<file path="src/rtl/mdio_phy_responder_if.sv">
// MDIO pin and write-notification bundle between a station (master) and the PHY responder (slave).
interface mdio_phy_responder_if;
    logic        mdc;
    logic        mdio_in;
    logic        mdio_out;
    logic        mdio_oe;
    logic        wr_pulse;
    logic [4:0]  wr_addr;
    logic [15:0] wr_data;
    logic        frame_err;

    modport master (
        output mdc, mdio_in,
        input  mdio_out, mdio_oe, wr_pulse, wr_addr, wr_data, frame_err
    );

    modport slave (
        input  mdc, mdio_in,
        output mdio_out, mdio_oe, wr_pulse, wr_addr, wr_data, frame_err
    );
endinterface

</file>
<file path="src/rtl/mdio_phy_responder.sv">
// Clause-22 MDIO PHY responder: oversamples MDC/MDIO in the clk_100Mz domain and serves a 32x16 register file.
//
// state      | meaning
// -----------+---------------------------------------------------------------
// S_IDLE     | counting preamble 1s; a 0 after a full preamble is ST[1]
// S_ST1      | expecting ST[0] = 1
// S_OP       | shifting the 2-bit opcode (10 read, 01 write)
// S_PHYAD    | shifting the 5-bit PHY address
// S_REGAD    | shifting the 5-bit register address; read data latched at end
// S_TA       | read: take the bus and drive 0; write: sample TA, expect 10
// S_RD_DATA  | driving D15..D0, then releasing the pad
// S_WR_DATA  | shifting 16 write data bits; commit requested after D0
// S_SKIP     | ignoring the rest of a frame not addressed to us or bad TA
module mdio_phy_responder #(
    parameter logic [4:0]  PHY_ADDR     = 5'h0C,
    parameter int          PREAMBLE_MIN = 32,
    parameter logic [15:0] ID1          = 16'h2000,
    parameter logic [15:0] ID2          = 16'h5C90
) (
    input  logic                clk_100Mz,
    input  logic                rst_n,
    mdio_phy_responder_if.slave mdio
);

    localparam int                PRE_W   = $clog2(PREAMBLE_MIN + 1);
    localparam logic [PRE_W-1:0]  PRE_MAX = PRE_W'(PREAMBLE_MIN);

    typedef enum logic [3:0] {
        S_IDLE, S_ST1, S_OP, S_PHYAD, S_REGAD, S_TA, S_RD_DATA, S_WR_DATA, S_SKIP
    } state_t;

    state_t           state;
    logic [PRE_W-1:0] pre_cnt;
    logic [4:0]       bit_cnt;
    logic             first_bit;
    logic             op_rd;
    logic [4:0]       phy_sr;
    logic [4:0]       regad_sr;
    logic [15:0]      rd_sr;
    logic [15:0]      wr_sr;
    logic             commit_req;
    logic [15:0]      regs [32];

    logic mdc_s1, mdc_s2, mdc_s3;
    logic mdio_s1, mdio_s2;
    logic mdc_rise;
    logic bit_in;
    logic [4:0]  regad_next;
    logic [15:0] reg_rd;

    always_ff @(posedge clk_100Mz or negedge rst_n) begin
        if (!rst_n) begin
            mdc_s1  <= 1'b0;
            mdc_s2  <= 1'b0;
            mdc_s3  <= 1'b0;
            mdio_s1 <= 1'b0;
            mdio_s2 <= 1'b0;
        end else begin
            mdc_s1  <= mdio.mdc;
            mdc_s2  <= mdc_s1;
            mdc_s3  <= mdc_s2;
            mdio_s1 <= mdio.mdio_in;
            mdio_s2 <= mdio_s1;
        end
    end

    assign mdc_rise   = mdc_s2 & ~mdc_s3;
    assign bit_in     = mdio_s2;
    assign regad_next = {regad_sr[3:0], bit_in};
    assign reg_rd     = regs[regad_next];

    always_ff @(posedge clk_100Mz or negedge rst_n) begin
        if (!rst_n) begin
            state          <= S_IDLE;
            pre_cnt        <= '0;
            bit_cnt        <= '0;
            first_bit      <= 1'b0;
            op_rd          <= 1'b0;
            phy_sr         <= '0;
            regad_sr       <= '0;
            rd_sr          <= '0;
            wr_sr          <= '0;
            commit_req     <= 1'b0;
            mdio.mdio_out  <= 1'b0;
            mdio.mdio_oe   <= 1'b0;
            mdio.frame_err <= 1'b0;
        end else begin
            mdio.frame_err <= 1'b0;
            commit_req     <= 1'b0;
            if (mdc_rise) begin
                case (state)
                    S_IDLE: begin
                        if (bit_in) begin
                            if (pre_cnt != PRE_MAX) pre_cnt <= pre_cnt + 1'b1;
                        end else begin
                            if (pre_cnt == PRE_MAX) state <= S_ST1;
                            pre_cnt <= '0;
                        end
                    end
                    S_ST1: begin
                        if (bit_in) begin
                            state   <= S_OP;
                            bit_cnt <= 5'd1;
                        end else begin
                            mdio.frame_err <= 1'b1;
                            state          <= S_IDLE;
                        end
                    end
                    S_OP: begin
                        first_bit <= bit_in;
                        if (bit_cnt != 5'd0) begin
                            bit_cnt <= bit_cnt - 1'b1;
                        end else if (first_bit == bit_in) begin
                            mdio.frame_err <= 1'b1;
                            state          <= S_IDLE;
                        end else begin
                            op_rd   <= first_bit;
                            state   <= S_PHYAD;
                            bit_cnt <= 5'd4;
                        end
                    end
                    S_PHYAD: begin
                        phy_sr <= {phy_sr[3:0], bit_in};
                        if (bit_cnt != 5'd0) begin
                            bit_cnt <= bit_cnt - 1'b1;
                        end else begin
                            state   <= S_REGAD;
                            bit_cnt <= 5'd4;
                        end
                    end
                    S_REGAD: begin
                        regad_sr <= regad_next;
                        if (bit_cnt != 5'd0) begin
                            bit_cnt <= bit_cnt - 1'b1;
                        end else if (phy_sr != PHY_ADDR) begin
                            // TA plus 16 data bits belong to another PHY
                            state   <= S_SKIP;
                            bit_cnt <= 5'd17;
                        end else begin
                            if (op_rd) rd_sr <= reg_rd;
                            state   <= S_TA;
                            bit_cnt <= 5'd1;
                        end
                    end
                    S_TA: begin
                        if (op_rd) begin
                            mdio.mdio_oe  <= 1'b1;
                            mdio.mdio_out <= 1'b0;
                            state         <= S_RD_DATA;
                            bit_cnt       <= 5'd16;
                        end else begin
                            first_bit <= bit_in;
                            if (bit_cnt != 5'd0) begin
                                bit_cnt <= bit_cnt - 1'b1;
                            end else if ({first_bit, bit_in} == 2'b10) begin
                                state   <= S_WR_DATA;
                                bit_cnt <= 5'd15;
                            end else begin
                                mdio.frame_err <= 1'b1;
                                state          <= S_SKIP;
                                bit_cnt        <= 5'd15;
                            end
                        end
                    end
                    S_RD_DATA: begin
                        if (bit_cnt != 5'd0) begin
                            mdio.mdio_out <= rd_sr[15];
                            rd_sr         <= {rd_sr[14:0], 1'b0};
                            bit_cnt       <= bit_cnt - 1'b1;
                        end else begin
                            mdio.mdio_oe  <= 1'b0;
                            mdio.mdio_out <= 1'b0;
                            state         <= S_IDLE;
                        end
                    end
                    S_WR_DATA: begin
                        wr_sr <= {wr_sr[14:0], bit_in};
                        if (bit_cnt != 5'd0) begin
                            bit_cnt <= bit_cnt - 1'b1;
                        end else begin
                            commit_req <= 1'b1;
                            state      <= S_IDLE;
                        end
                    end
                    S_SKIP: begin
                        if (bit_cnt != 5'd0) bit_cnt <= bit_cnt - 1'b1;
                        else                 state   <= S_IDLE;
                    end
                    default: state <= S_IDLE;
                endcase
            end
        end
    end

    function automatic logic [15:0] reg_init(input int idx);
        if (idx == 2) return ID1;
        if (idx == 3) return ID2;
        return 16'h0000;
    endfunction

    // Registers 2/3 are never written, so they keep their ID values from reset.
    always_ff @(posedge clk_100Mz or negedge rst_n) begin
        if (!rst_n) begin
            for (int i = 0; i < 32; i++) regs[i[4:0]] <= reg_init(i);
            mdio.wr_pulse <= 1'b0;
            mdio.wr_addr  <= '0;
            mdio.wr_data  <= '0;
        end else begin
            mdio.wr_pulse <= commit_req;
            if (commit_req) begin
                mdio.wr_addr <= regad_sr;
                mdio.wr_data <= wr_sr;
                if (regad_sr == 5'd0 && wr_sr[15]) begin
                    for (int i = 0; i < 32; i++) regs[i[4:0]] <= reg_init(i);
                end else if (regad_sr != 5'd2 && regad_sr != 5'd3) begin
                    regs[regad_sr] <= wr_sr;
                end
            end
        end
    end

endmodule

</file>
<file path="src/flat_wrapper.sv">
// flat-port wrapper written by rule: the top's interface ports become plain ports
module mdio_phy_responder_flat 
#(
    parameter logic [4:0]  PHY_ADDR     = 5'h0C,
    parameter int          PREAMBLE_MIN = 32,
    parameter logic [15:0] ID1          = 16'h2000,
    parameter logic [15:0] ID2          = 16'h5C90
)
  (clk_100Mz, rst_n, mdio_mdc, mdio_mdio_in, mdio_mdio_out, mdio_mdio_oe, mdio_wr_pulse, mdio_wr_addr, mdio_wr_data, mdio_frame_err);
  mdio_phy_responder_if mdio_i ();
  input  logic clk_100Mz;
  input  logic rst_n;
  input wire logic [$bits(mdio_i.mdc)-1:0] mdio_mdc;
  input wire logic [$bits(mdio_i.mdio_in)-1:0] mdio_mdio_in;
  output wire logic [$bits(mdio_i.mdio_out)-1:0] mdio_mdio_out;
  output wire logic [$bits(mdio_i.mdio_oe)-1:0] mdio_mdio_oe;
  output wire logic [$bits(mdio_i.wr_pulse)-1:0] mdio_wr_pulse;
  output wire logic [$bits(mdio_i.wr_addr)-1:0] mdio_wr_addr;
  output wire logic [$bits(mdio_i.wr_data)-1:0] mdio_wr_data;
  output wire logic [$bits(mdio_i.frame_err)-1:0] mdio_frame_err;
  assign mdio_i.mdc = mdio_mdc;
  assign mdio_i.mdio_in = mdio_mdio_in;
  assign mdio_mdio_out = mdio_i.mdio_out;
  assign mdio_mdio_oe = mdio_i.mdio_oe;
  assign mdio_wr_pulse = mdio_i.wr_pulse;
  assign mdio_wr_addr = mdio_i.wr_addr;
  assign mdio_wr_data = mdio_i.wr_data;
  assign mdio_frame_err = mdio_i.frame_err;
  mdio_phy_responder #(.PHY_ADDR(PHY_ADDR), .PREAMBLE_MIN(PREAMBLE_MIN), .ID1(ID1), .ID2(ID2)) u_core (.clk_100Mz(clk_100Mz), .rst_n(rst_n), .mdio(mdio_i));
endmodule
</file>
<file path="config.mk">
export PLATFORM = sky130hd
export DESIGN_NAME = mdio_phy_responder_flat
export DESIGN_NICKNAME = d
export VERILOG_FILES = /design/src/rtl/mdio_phy_responder_if.sv /design/src/rtl/mdio_phy_responder.sv /design/src/flat_wrapper.sv
export SDC_FILE = /design/constraint.sdc
export NUM_CORES = 1
export LEC_CHECK = 0
export CORE_UTILIZATION = 50
export CTS_BUF_LIST = sky130_fd_sc_hd__clkbuf_4
export DETAILED_ROUTE_END_ITERATION = 10
export GPL_TIMING_DRIVEN = 0
export MAX_ROUTING_LAYER = met4
export PLACE_DENSITY_LB_ADDON = 0.08
export REMOVE_ABC_BUFFERS = 1
export SYNTH_ARGS = -nofsm -noshare
export SYNTH_HDL_FRONTEND = slang
export SYNTH_SLANG_ARGS = --single-unit
export TNS_END_PERCENT = 20
</file>
<file path="constraint.sdc">
create_clock -name clk_100Mz -period 2.6 [get_ports clk_100Mz]
set_input_delay 0.52 -clock clk_100Mz [delete_from_list [all_inputs] [get_ports clk_100Mz]]
set_output_delay 0.52 -clock clk_100Mz [all_outputs]
set_load 0.03 [all_outputs]
</file>
# [After elaboration in Yosys (flattened, before gate mapping)]
# Cells that the tools add are included.
[word_totals] reg_bits=602 inputBits=4 output_inout_bits=25 elab_cells=181
[op_classes] add_sub_neg=2 magnitude_cmp=3 n_eq_ne=32 mux=61 bitwise_logic=6 reduce_logical=24
[op_table] operator="2-to-1 mux 512 bit" n=2
[op_table] operator="bitwise mux 512 bit" n=1
[op_table] operator="2-to-1 mux 16 bit" n=7
[op_table] operator="binary-select mux 16 bit (select 5 bit)" n=1
[op_table] operator="demux 16 bit (select 5 bit)" n=1
[op_table] operator="2-to-1 mux 5 bit" n=9
[op_table] operator="2-to-1 mux 4 bit" n=10
[op_table] operator="one-hot mux 16 bit (2 select lines)" n=1
[op_table] operator="one-hot mux 5 bit (6 select lines)" n=1
[op_table] operator="one-hot mux 4 bit (7 select lines)" n=1
[op_table] operator="!= test 2 bit, second input constant" n=9
[op_table] operator="2-to-1 mux 1 bit" n=17
[op_table] operator="== test 4 x 3 -> 1 bit, second input constant" n=4
[op_table] operator="2-to-1 mux 15 bit" n=1
[op_table] operator="2-to-1 mux 14 bit" n=1
[op_table] operator="greater-or-equal comparator 6 bit, second input constant" n=2
[op_table] operator="2-to-1 mux 6 bit" n=2
[op_table] operator="!= test 2 x 1 -> 1 bit, second input constant" n=6
[op_table] operator="inverter 5 -> 6 bit" n=2
[op_table] operator="!= test 5 x 2 -> 1 bit, second input constant" n=2
[op_table] operator="AND reduction 3 bit" n=3
[op_table] operator="== test 4 x 2 -> 1 bit, second input constant" n=2
[op_table] operator="AND reduction 2 bit" n=4
[op_table] operator="AND reduction 4 bit" n=2
[op_table] operator="26 further kinds" n=37

# [Longest topological paths before layout]
# Gate-level depths: netlist of run 1.
[depth] ltp_word=8 ltp_mapped=10

# [Worst setup path after synthesis of run 1]
# OpenSTA, ideal clock, no wires.
[synth_path] path_kind="flip-flop to flip-flop" from="register u_core.mdio_s2, in the netlist u_core.bit_in" to="register u_core.bit_cnt[2]" setup_time_ps=121 t_arrival_ps=2034 t_required_ps=2479 path_slack_ps=445 stages_incl_launch_ff=9 path_buffers=1 period_less_slack_ps=2155 cell_sequence="dfrtp_1 -> inv_2 -> clkbuf_1 -> ha_1 -> a21oi_1 -> o221ai_1 -> a21oi_1 -> o21ai_0 -> a22o_1"
[synth_via] elab_chain_len=3 elab_cells_between_ends=4 cone_classes="3 x eq/ne; 1 x reduce/logical"
[synth_lines] element="start, declared" line_no="mdio_phy_responder.sv:45" rtl="logic mdio_s1, mdio_s2;"
[synth_lines] element="start signal, assigned" line_no="mdio_phy_responder.sv:63" rtl="mdio_s2 <= mdio_s1;"
[synth_lines] element="== test 1 bit" line_no="mdio_phy_responder.sv:113" rtl="end else if (first_bit == bit_in) begin"
[synth_lines] element="!= test 3 x 2 -> 1 bit (no line)"
[synth_lines] element="AND reduction 5 bit (no line) (*)"
[synth_lines] element="end signal, assigned" line_no="mdio_phy_responder.sv:112" rtl="bit_cnt <= bit_cnt - 1'b1;"
[synth_lines] element="end signal, assigned" line_no="mdio_phy_responder.sv:125" rtl="bit_cnt <= bit_cnt - 1'b1;"
[synth_lines] element="end signal, assigned" line_no="mdio_phy_responder.sv:134" rtl="bit_cnt <= bit_cnt - 1'b1;"
[synth_lines] element="end, declared" line_no="mdio_phy_responder.sv:34" rtl="logic [4:0] bit_cnt;"
# Mark *: on every way between the ends. The rest lies on a longest branch, timed or not.
# A chain may end at the register's enable or synchronous reset.

# [Final worst setup path of run 1]
[layout_path] from="register u_core.regad_sr[1]" to="register u_core.regs[143] (netlist bit)"
[layout_via] elab_chain_len=8 elab_cells_between_ends=16 cone_classes="2 x order compare; 2 x eq/ne; 5 x mux; 1 x bitwise; 6 x reduce/logical"
[layout_lines] element="start, declared" line_no="mdio_phy_responder.sv:38" rtl="logic [4:0] regad_sr;"
[layout_lines] element="start signal, assigned" line_no="mdio_phy_responder.sv:132" rtl="regad_sr <= regad_next;"
[layout_lines] element="inverter 5 -> 6 bit (implied by the code)" line_no="mdio_phy_responder.sv:216" rtl="regs[regad_sr] <= wr_sr;"
[layout_lines] element="greater-or-equal comparator 6 bit (implied by the code) or less-than comparator 6 x 1 -> 1 bit (tied branches)" line_no="mdio_phy_responder.sv:216"
[layout_lines] element="logical AND 1 bit (implied by the code)" line_no="mdio_phy_responder.sv:216"
[layout_lines] element="2-to-1 mux 16 bit (implied by the code)" line_no="mdio_phy_responder.sv:216"
[layout_lines] element="demux 16 bit (select 5 bit)" line_no="mdio_phy_responder.sv:216"
[layout_lines] element="bitwise mux 512 bit" line_no="mdio_phy_responder.sv:216"
[layout_lines] element="2-to-1 mux 512 bit" line_no="mdio_phy_responder.sv:215" rtl="end else if (regad_sr != 5'd2 && regad_sr != 5'd3) begin"
[layout_lines] element="2-to-1 mux 512 bit" line_no="mdio_phy_responder.sv:213" rtl="if (regad_sr == 5'd0 && wr_sr[15]) begin"
[layout_lines] element="end signal, assigned by index" line_no="mdio_phy_responder.sv:216"
[layout_lines] element="end, declared" line_no="mdio_phy_responder.sv:42" rtl="logic [15:0] regs [32];"
# Several ways; a longest one is shown, not always the timed one. The select of a mux whose other input is x is not followed.

==> metrics.yaml, run 1 <==
synthArstFlopShare: 1.00
dp_worst_setup_slack_ns: -1.47
grt_antenna_before_repair: 2
grt_first_pass_wirelength_mm: 120
cp_data_required_time_ns: 3.50
grt_max_degree: 125
placement_rows: 84
dp.cells: 3099
max_cap_viol_count: 0
synth.area.top_cells: "sky130_fd_sc_hd__dfrtp_1, sky130_fd_sc_hd__nand3_1, sky130_fd_sc_hd__o21ai_1"
area_growth_pct: 14.3
finalCritPeriodShare: 1.02
tritoncts_num_sinks: 602
detailed_router_iteration_count_before_antenna_repair: 5
final-setup-viol-count: 18
ys_seq_elements: 602
num-nets-final: 2615
critPathMaxFanout: 32
syn_std_cell_area_mm2: 0.0271
power_per_cell_area_mw_per_mm2: 605
worst_slack_ns: -0.0574
globalplace.congestion: 0.819
post_drt_via_cell_ratio: 6.23
synth_top_flop_cell: "sky130_fd_sc_hd__dfrtp_1"
gr_ovfl_total: 0
timing.max_slew.rel_slack: 0.374
tritoncts: "yes"
worst_skew_pair.late_latency_ns: 1.03
clock_skew_ns: 0.0639
multi_input_area_mm2: 0.0116
filler_cell_count: 4550
synth.top_cells.by_count: "sky130_fd_sc_hd__dfrtp_1, sky130_fd_sc_hd__nand3_1, sky130_fd_sc_hd__o21ai_1"
buffer_ports.inserted: 28
die-width_um: 235
routed_length_per_instance_um: 22.4
power_leakage_nw: 13.4
period_needed_ns: 2.66
crit_arrival_ns: 3.55
gr-usage-all-layers: 0.291
synth.most_common_cell: "sky130_fd_sc_hd__dfrtp_1"
synth_warnings: 0
worst-slew-pin-transition_ns: 0.940
vdd_ir_drop_max_mv: 0.388
route.antenna.remaining_nets: 0
io-pin-count: 29
yosysSeqAreaShare: 0.556
type_of_the_worst_min_delay_path: "in2async"
cts.reportedPaths.clkPinSlew_ns: 0.06
route.detailed.drc: 0
final-instance-count-excl-fill: 3419
max_freq_mhz: 376
routed-via-count: 21300
root_buffer: "sky130_fd_sc_hd__clkbuf_4"
die_outline_area_mm2: 0.0551
post-layout-total-power_mw: 18.7
drt_iter0_markers: 1778
category_of_the_most_critical_setup_path: "reg2reg"
finalWirelength_mm: 76.5
fp.dieH_um: 235
cts_inserted_buffers: 160
timing_hold_violations_final: 0
cp-start-kind: "flip-flop"
place.detailed.hpwl_mm: 42.2
postSynthCellCount: 2648
floorplan.initialDensity: 0.511
timing_max_transition_violations_final: 0
yosysTopAreaCellShare: 0.549
status: "finished with violations"
fraction_of_layout_cells_with_a_size_suffix_above_1: 0.190
first_global_vias: 20800
synthDominantAreaCellType: "sky130_fd_sc_hd__dfrtp_1"
clk_path_buf_depth: 3
register_area_mm2: 0.0151
failing_checks: "negative setup slack"
ctsHtreeMaxLevel: 4
core_area_mm2: 0.0531
endpoint_kind_of_the_worst_setup_timing_path: "flip-flop"
post_synth.cell_area_avg_um2: 10.2
grt_setup_unrepaired: "yes"
synth.lib_cells_used.distinct: 66
synth_edf_count: 0
-- routing by layer --
| metal | vias to the layer above | GRT usage | wire length, um |
|---|---|---|---|
| met5 | - | - | 0 |
| met4 | 0 | 0.143 | 2910 |
| met3 | 155 | 0.0667 | 5820 |
| met2 | 768 | 0.417 | 34100 |
| met1 | 10700 | 0.390 | 33600 |
| li1 | 9724 | - | - |
-- worst max-delay path, cell delays in order (launching register included) --
cell,delay [ns]
sky130_fd_sc_hd__dfrtp_4,0.68
sky130_fd_sc_hd__buf_12,0.28
sky130_fd_sc_hd__and2_1,0.55
sky130_fd_sc_hd__nand2_2,0.60
sky130_fd_sc_hd__a31o_2,0.43
-- worst paths after layout --
kind	startpoint	endpoint	slack, ns	cells past startpoint
worst max-delay path	u_core.regad_sr[1]	u_core.regs[143]	-0.06	4
worst min-delay path	rst_n	u_core.regs[125]	0.14	2
worst max register to register	u_core.regad_sr[1]	u_core.regs[143]	-0.06	4
worst min register to register	u_core.mdc_s1	u_core.mdc_s2	0.36	0
max in group asynchronous	rst_n	u_core.mdio.wr_pulse	0.61	5
min in group clk_100Mz	u_core.mdc_s1	u_core.mdc_s2	0.36	0
-- where the power goes --
part	total [mW]	internal [mW]	leakage [nW]	switching, mW
clock	8.81	4.87	1.29	3.94
combinational	0.524	0.155	3.78	0.370
sequential	9.39	9.38	8.36	0.0145
-- placed cells by master (no fill, tap or decap), types with 5 or more instances in the layout --
cell and count:
sky130_fd_sc_hd__o221ai_2 13, sky130_fd_sc_hd__nand2_1 56, sky130_fd_sc_hd__and3_1 5, sky130_fd_sc_hd__nand2_4 13, sky130_fd_sc_hd__nor2b_1 6, sky130_fd_sc_hd__and2_1 29
sky130_fd_sc_hd__o221ai_1 10, sky130_fd_sc_hd__nand2_2 14, sky130_fd_sc_hd__mux4_2 34, sky130_fd_sc_hd__buf_4 20, sky130_fd_sc_hd__o31ai_1 13, sky130_fd_sc_hd__clkbuf_4 252
sky130_fd_sc_hd__bufinv_16 5, sky130_fd_sc_hd__a22o_1 15, sky130_fd_sc_hd__mux2i_1 126, sky130_fd_sc_hd__nand3_2 6, sky130_fd_sc_hd__buf_12 12, sky130_fd_sc_hd__mux2_2 41
sky130_fd_sc_hd__o21ai_1 352, sky130_fd_sc_hd__mux2_1 8, sky130_fd_sc_hd__clkinv_1 16, sky130_fd_sc_hd__dlygate4sd2_1 23, sky130_fd_sc_hd__nor2_1 123, sky130_fd_sc_hd__inv_1 6
sky130_fd_sc_hd__nand3_4 5, sky130_fd_sc_hd__dfrtp_1 586, sky130_fd_sc_hd__buf_16 16, sky130_fd_sc_hd__a21oi_1 13, sky130_fd_sc_hd__dfstp_2 7, sky130_fd_sc_hd__nand3_1 469
sky130_fd_sc_hd__diode_2 5, sky130_fd_sc_hd__a221oi_1 64, sky130_fd_sc_hd__nand2b_1 13, sky130_fd_sc_hd__nand2_8 14, sky130_fd_sc_hd__nor3_1 29, sky130_fd_sc_hd__o21ai_0 146
sky130_fd_sc_hd__dfrtp_4 6, sky130_fd_sc_hd__o22ai_1 52, sky130_fd_sc_hd__nor3_2 7
-- registers in the layout, summed over array words and instances, names as in the netlist --
| signal | flops |
|---|---|
| u_core.mdc_s1 | 1 |
| u_core.mdio.mdio_oe | 1 |
| u_core.commit_req | 1 |
| u_core.mdc_s3 | 1 |
| u_core.mdio.wr_pulse | 1 |
| u_core.rd_sr | 16 |
| u_core.mdio.frame_err | 1 |
| u_core.first_bit | 1 |
| u_core.phy_sr | 5 |
| u_core.op_rd | 1 |
| u_core.bit_cnt | 5 |
| u_core.wr_sr | 16 |
| u_core.mdio_s1 | 1 |
| u_core.regad_sr | 5 |
| u_core.mdio.mdio_out | 1 |
| u_core.pre_cnt | 6 |
| u_core.regs | 512 |
| u_core.state | 4 |
| u_core.bit_in | 1 |
| u_core.mdio.wr_data | 16 |
| u_core.mdc_s2 | 1 |
| u_core.mdio.wr_addr | 5 |
-- cell type report --
class	instances	share of cell area
antenna	5	0.000404
clock buffer	252	0.0611
clock inverter	29	0.00820
inverter	9	0.00162
multi-input combinational	1750	0.374
sequential	602	0.487
tap	688	0.0278
timing repair buffer	84	0.0394
-- metrics by stage --
step / utilization / TNS, ns / area, um2 / hold WS, ns
after floorplan: - / -4789.94 / 25900 / 0.224
after global placement: 0.510 / - / 27000 / 0.332
after detailed placement: 0.522 / -553.11 / 27700 / 0.340
after CTS: 0.579 / -0.678 / 30700 / 0.0794
after global routing: 0.584 / -8.89 / 31000 / 0.146
final: 0.584 / -0.252 / 31000 / 0.136
-- logic make-up after synthesis --
group | after synthesis | share of synthesized area
and+or+nand+nor | 821 | 0.147
DFF | 602 | 0.556
AOI/OAI and AO/OA | 707 | 0.152
buffers and inverters | 299 | 0.0455
xor gates and xnor gates | 5 | 0.00162
adders and majority gates | 4 | 0.00185
muxes | 210 | 0.0955
-- what timing repair did --
action,in CTS,in global routing
buffers inserted,16,10
gates cloned,4,1
hold buffers,3,0
gates resized for setup,154,29
endpoints found under the hold margin,82,0
setup endpoints to repair,565,383
pin swaps,3,1
Power figures use the tool's default switching activity.
==> inputs of run 2 (changes only) <==
--- a/config.mk
+++ b/config.mk
@@ -5,6 +5,7 @@
 export SDC_FILE = /design/constraint.sdc
 export NUM_CORES = 1
 export LEC_CHECK = 0
+export CORE_MARGIN = 2
 export CORE_UTILIZATION = 50
 export CTS_BUF_LIST = sky130_fd_sc_hd__clkbuf_4
 export DETAILED_ROUTE_END_ITERATION = 10
@@ -12,6 +13,7 @@
 export MAX_ROUTING_LAYER = met4
 export PLACE_DENSITY_LB_ADDON = 0.08
 export REMOVE_ABC_BUFFERS = 1
+export SLEW_MARGIN = 20
 export SYNTH_ARGS = -nofsm -noshare
 export SYNTH_HDL_FRONTEND = slang
 export SYNTH_SLANG_ARGS = --single-unit
==> metrics.yaml, run 2 (same netlist as run 1, synthesis figures left out) <==
gr-usage-all-layers: 0.292  # +0.000655
io-pin-count: 29  # unchanged
dp.cells: 3115  # +0.52%
place.detailed.hpwl_mm: 43.0  # +2.1%
postLayoutCellArea_mm2: 0.0309  # -0.38%
finalCritPeriodShare: 0.995  # -0.0274
endpoint_kind_of_the_worst_setup_timing_path: "flip-flop"
clk_path_buf_depth: 3  # unchanged
ctsHtreeMaxLevel: 4  # unchanged
die-width_um: 237  # +0.85%
first_global_vias: 20700  # -0.36%
fin_hold_ws_ns: 0.108  # -0.0287 ns
cts_inserted_buffers: 162  # +1.3%
placement_rows: 85  # +1.2%
category_of_the_most_critical_setup_path: "reg2reg"
route.antenna.remaining_nets: 0  # unchanged
buffer_ports.inserted: 28  # unchanged
clock_skew_ns: 0.0493  # -0.0146 ns
max_freq_mhz: 387  # +2.8%
finish.utilization: 0.575  # -0.00908
worst_skew_pair.late_latency_ns: 1.02  # about the same
timing.max_slew.rel_slack: 0.277  # -0.0961
dp_worst_setup_slack_ns: -1.04  # +0.436 ns
final_layout_setup_total_negative_slack_ns: 0  # +0.252 ns
area_growth_pct: 13.9
crit_arrival_ns: 3.42  # -0.13 ns
routed-via-count: 21400  # +0.32%
grt_first_pass_wirelength_mm: 122  # +1.5%
num-nets-final: 2617  # +0.076%
floorplan.initialDensity: 0.505  # -0.00601
die_outline_area_mm2: 0.0561  # +1.7%
detailed_router_iteration_count_before_antenna_repair: 5  # unchanged
largest_register_ff_count: 512  # unchanged
max_cap_viol_count: 0  # unchanged
route.detailed.drc: 0  # unchanged
timing_max_transition_violations_final: 0  # unchanged
period_needed_ns: 2.59  # -0.0712 ns
core_area_mm2: 0.0537  # +1.2%
power_per_cell_area_mw_per_mm2: 588  # -2.8%
gr_ovfl_total: 0  # unchanged
cp_data_required_time_ns: 3.43  # -0.07 ns
status: "complete, no violations"
tritoncts_num_sinks: 602  # unchanged
final-instance-count-excl-fill: 3417  # -0.058%
drt_iter0_markers: 1997  # +12%
post-layout-total-power_mw: 18.1  # -3.2%
worst-slew-pin-transition_ns: 1.08  # +0.144 ns
fp.dieH_um: 237  # +0.85%
post_drt_via_cell_ratio: 6.25  # +0.38%
grt_setup_unrepaired: "yes"
mostFrequentLayoutCell: "sky130_fd_sc_hd__dfrtp_1"
cts.reportedPaths.clkPinSlew_ns: 0.06  # about the same
grt_antenna_before_repair: 2  # unchanged
routed_length_per_instance_um: 22.7  # +1.7%
cp-start-kind: "flip-flop"
root_buffer: "sky130_fd_sc_hd__clkbuf_4"
finalWirelength_mm: 77.7  # +1.6%
mostFrequentLayoutCells: "sky130_fd_sc_hd__dfrtp_1, sky130_fd_sc_hd__nand3_1, sky130_fd_sc_hd__o21ai_1, sky130_fd_sc_hd__clkbuf_4, sky130_fd_sc_hd__o21ai_0"
place_area_mm2: 0.0281  # +1.2%
tritoncts: "yes"
power_leakage_nw: 13.4  # -0.30%
worst_slack_ns: 0.0138  # +0.0712 ns
largest-register: "u_core.regs"
globalplace.congestion: 0.816  # -0.37%
timing_hold_violations_final: 0  # unchanged
fraction_of_layout_cells_with_a_size_suffix_above_1: 0.186  # -0.00409
final-setup-viol-count: 0  # -18
critPathMaxFanout: 32  # unchanged
vdd_ir_drop_max_mv: 0.470  # +21%
type_of_the_worst_min_delay_path: "in2async"
grt_max_degree: 103  # -18%
-- run 2: per-layer routing --
layer,wire length (um),GRT usage,up-vias
met1,34200,0.402,10700
met3,5900,0.0575,148
met4,2100,0.111,0
li1,-,-,9708
met2,35500,0.430,806
met5,0,-,-
-- run 2: path summary, 6_finish.rpt --
kind / slack [ns] / startpoint / depth (start not counted) / end
worst max-delay path: 0.01 / u_core.commit_req / 5 / u_core.regs[219]
worst min-delay path: 0.11 / rst_n / 2 / u_core.regs[98]
worst max register to register: 0.01 / u_core.commit_req / 5 / u_core.regs[219]
max in group asynchronous: 0.78 / rst_n / 5 / u_core.regs[460]
min in group clk_100Mz: 0.35 / u_core.mdio_s1 / 0 / u_core.bit_in
worst min register to register: 0.35 / u_core.mdio_s1 / 0 / u_core.bit_in
-- run 2: cell type report --
class,count,area [um2]
Fill cell,4620,22900
Sequential cell,602,15100
Multi-Input combinational cell,1751,11500
Clock buffer,244,1830
Timing Repair Buffer,83,1330
Tap cell,696,871
Clock inverter,27,139
Inverter,9,36.3
Antenna cell,5,12.5
-- run 2: report_power, final --
group	switching, mW	internal [mW]	total [mW]
Combinational	0.369	0.154	0.523
Sequential	0.0112	9.38	9.39
Clock	3.89	4.33	8.22
-- run 2: worst max-delay path: stages, from the launching register on --
cell                      delay, ns
sky130_fd_sc_hd__dfrtp_4       0.71
sky130_fd_sc_hd__nand2_1       0.23
sky130_fd_sc_hd__nor3_1        0.52
sky130_fd_sc_hd__nand2_2       0.59
sky130_fd_sc_hd__nand3_1       0.25
sky130_fd_sc_hd__o21ai_0       0.10
-- run 2: what timing repair did --
| item | 4_1_cts | 5_1_grt |
|---|---|---|
| hold endpoints to repair | 91 | 0 |
| hold buffers | 3 | 0 |
| gates cloned | 5 | 0 |
| gates resized for setup | 98 | 29 |
| buffers inserted | 17 | 1 |
| setup endpoints to repair | 545 | 131 |
| pin swaps | 4 | 6 |
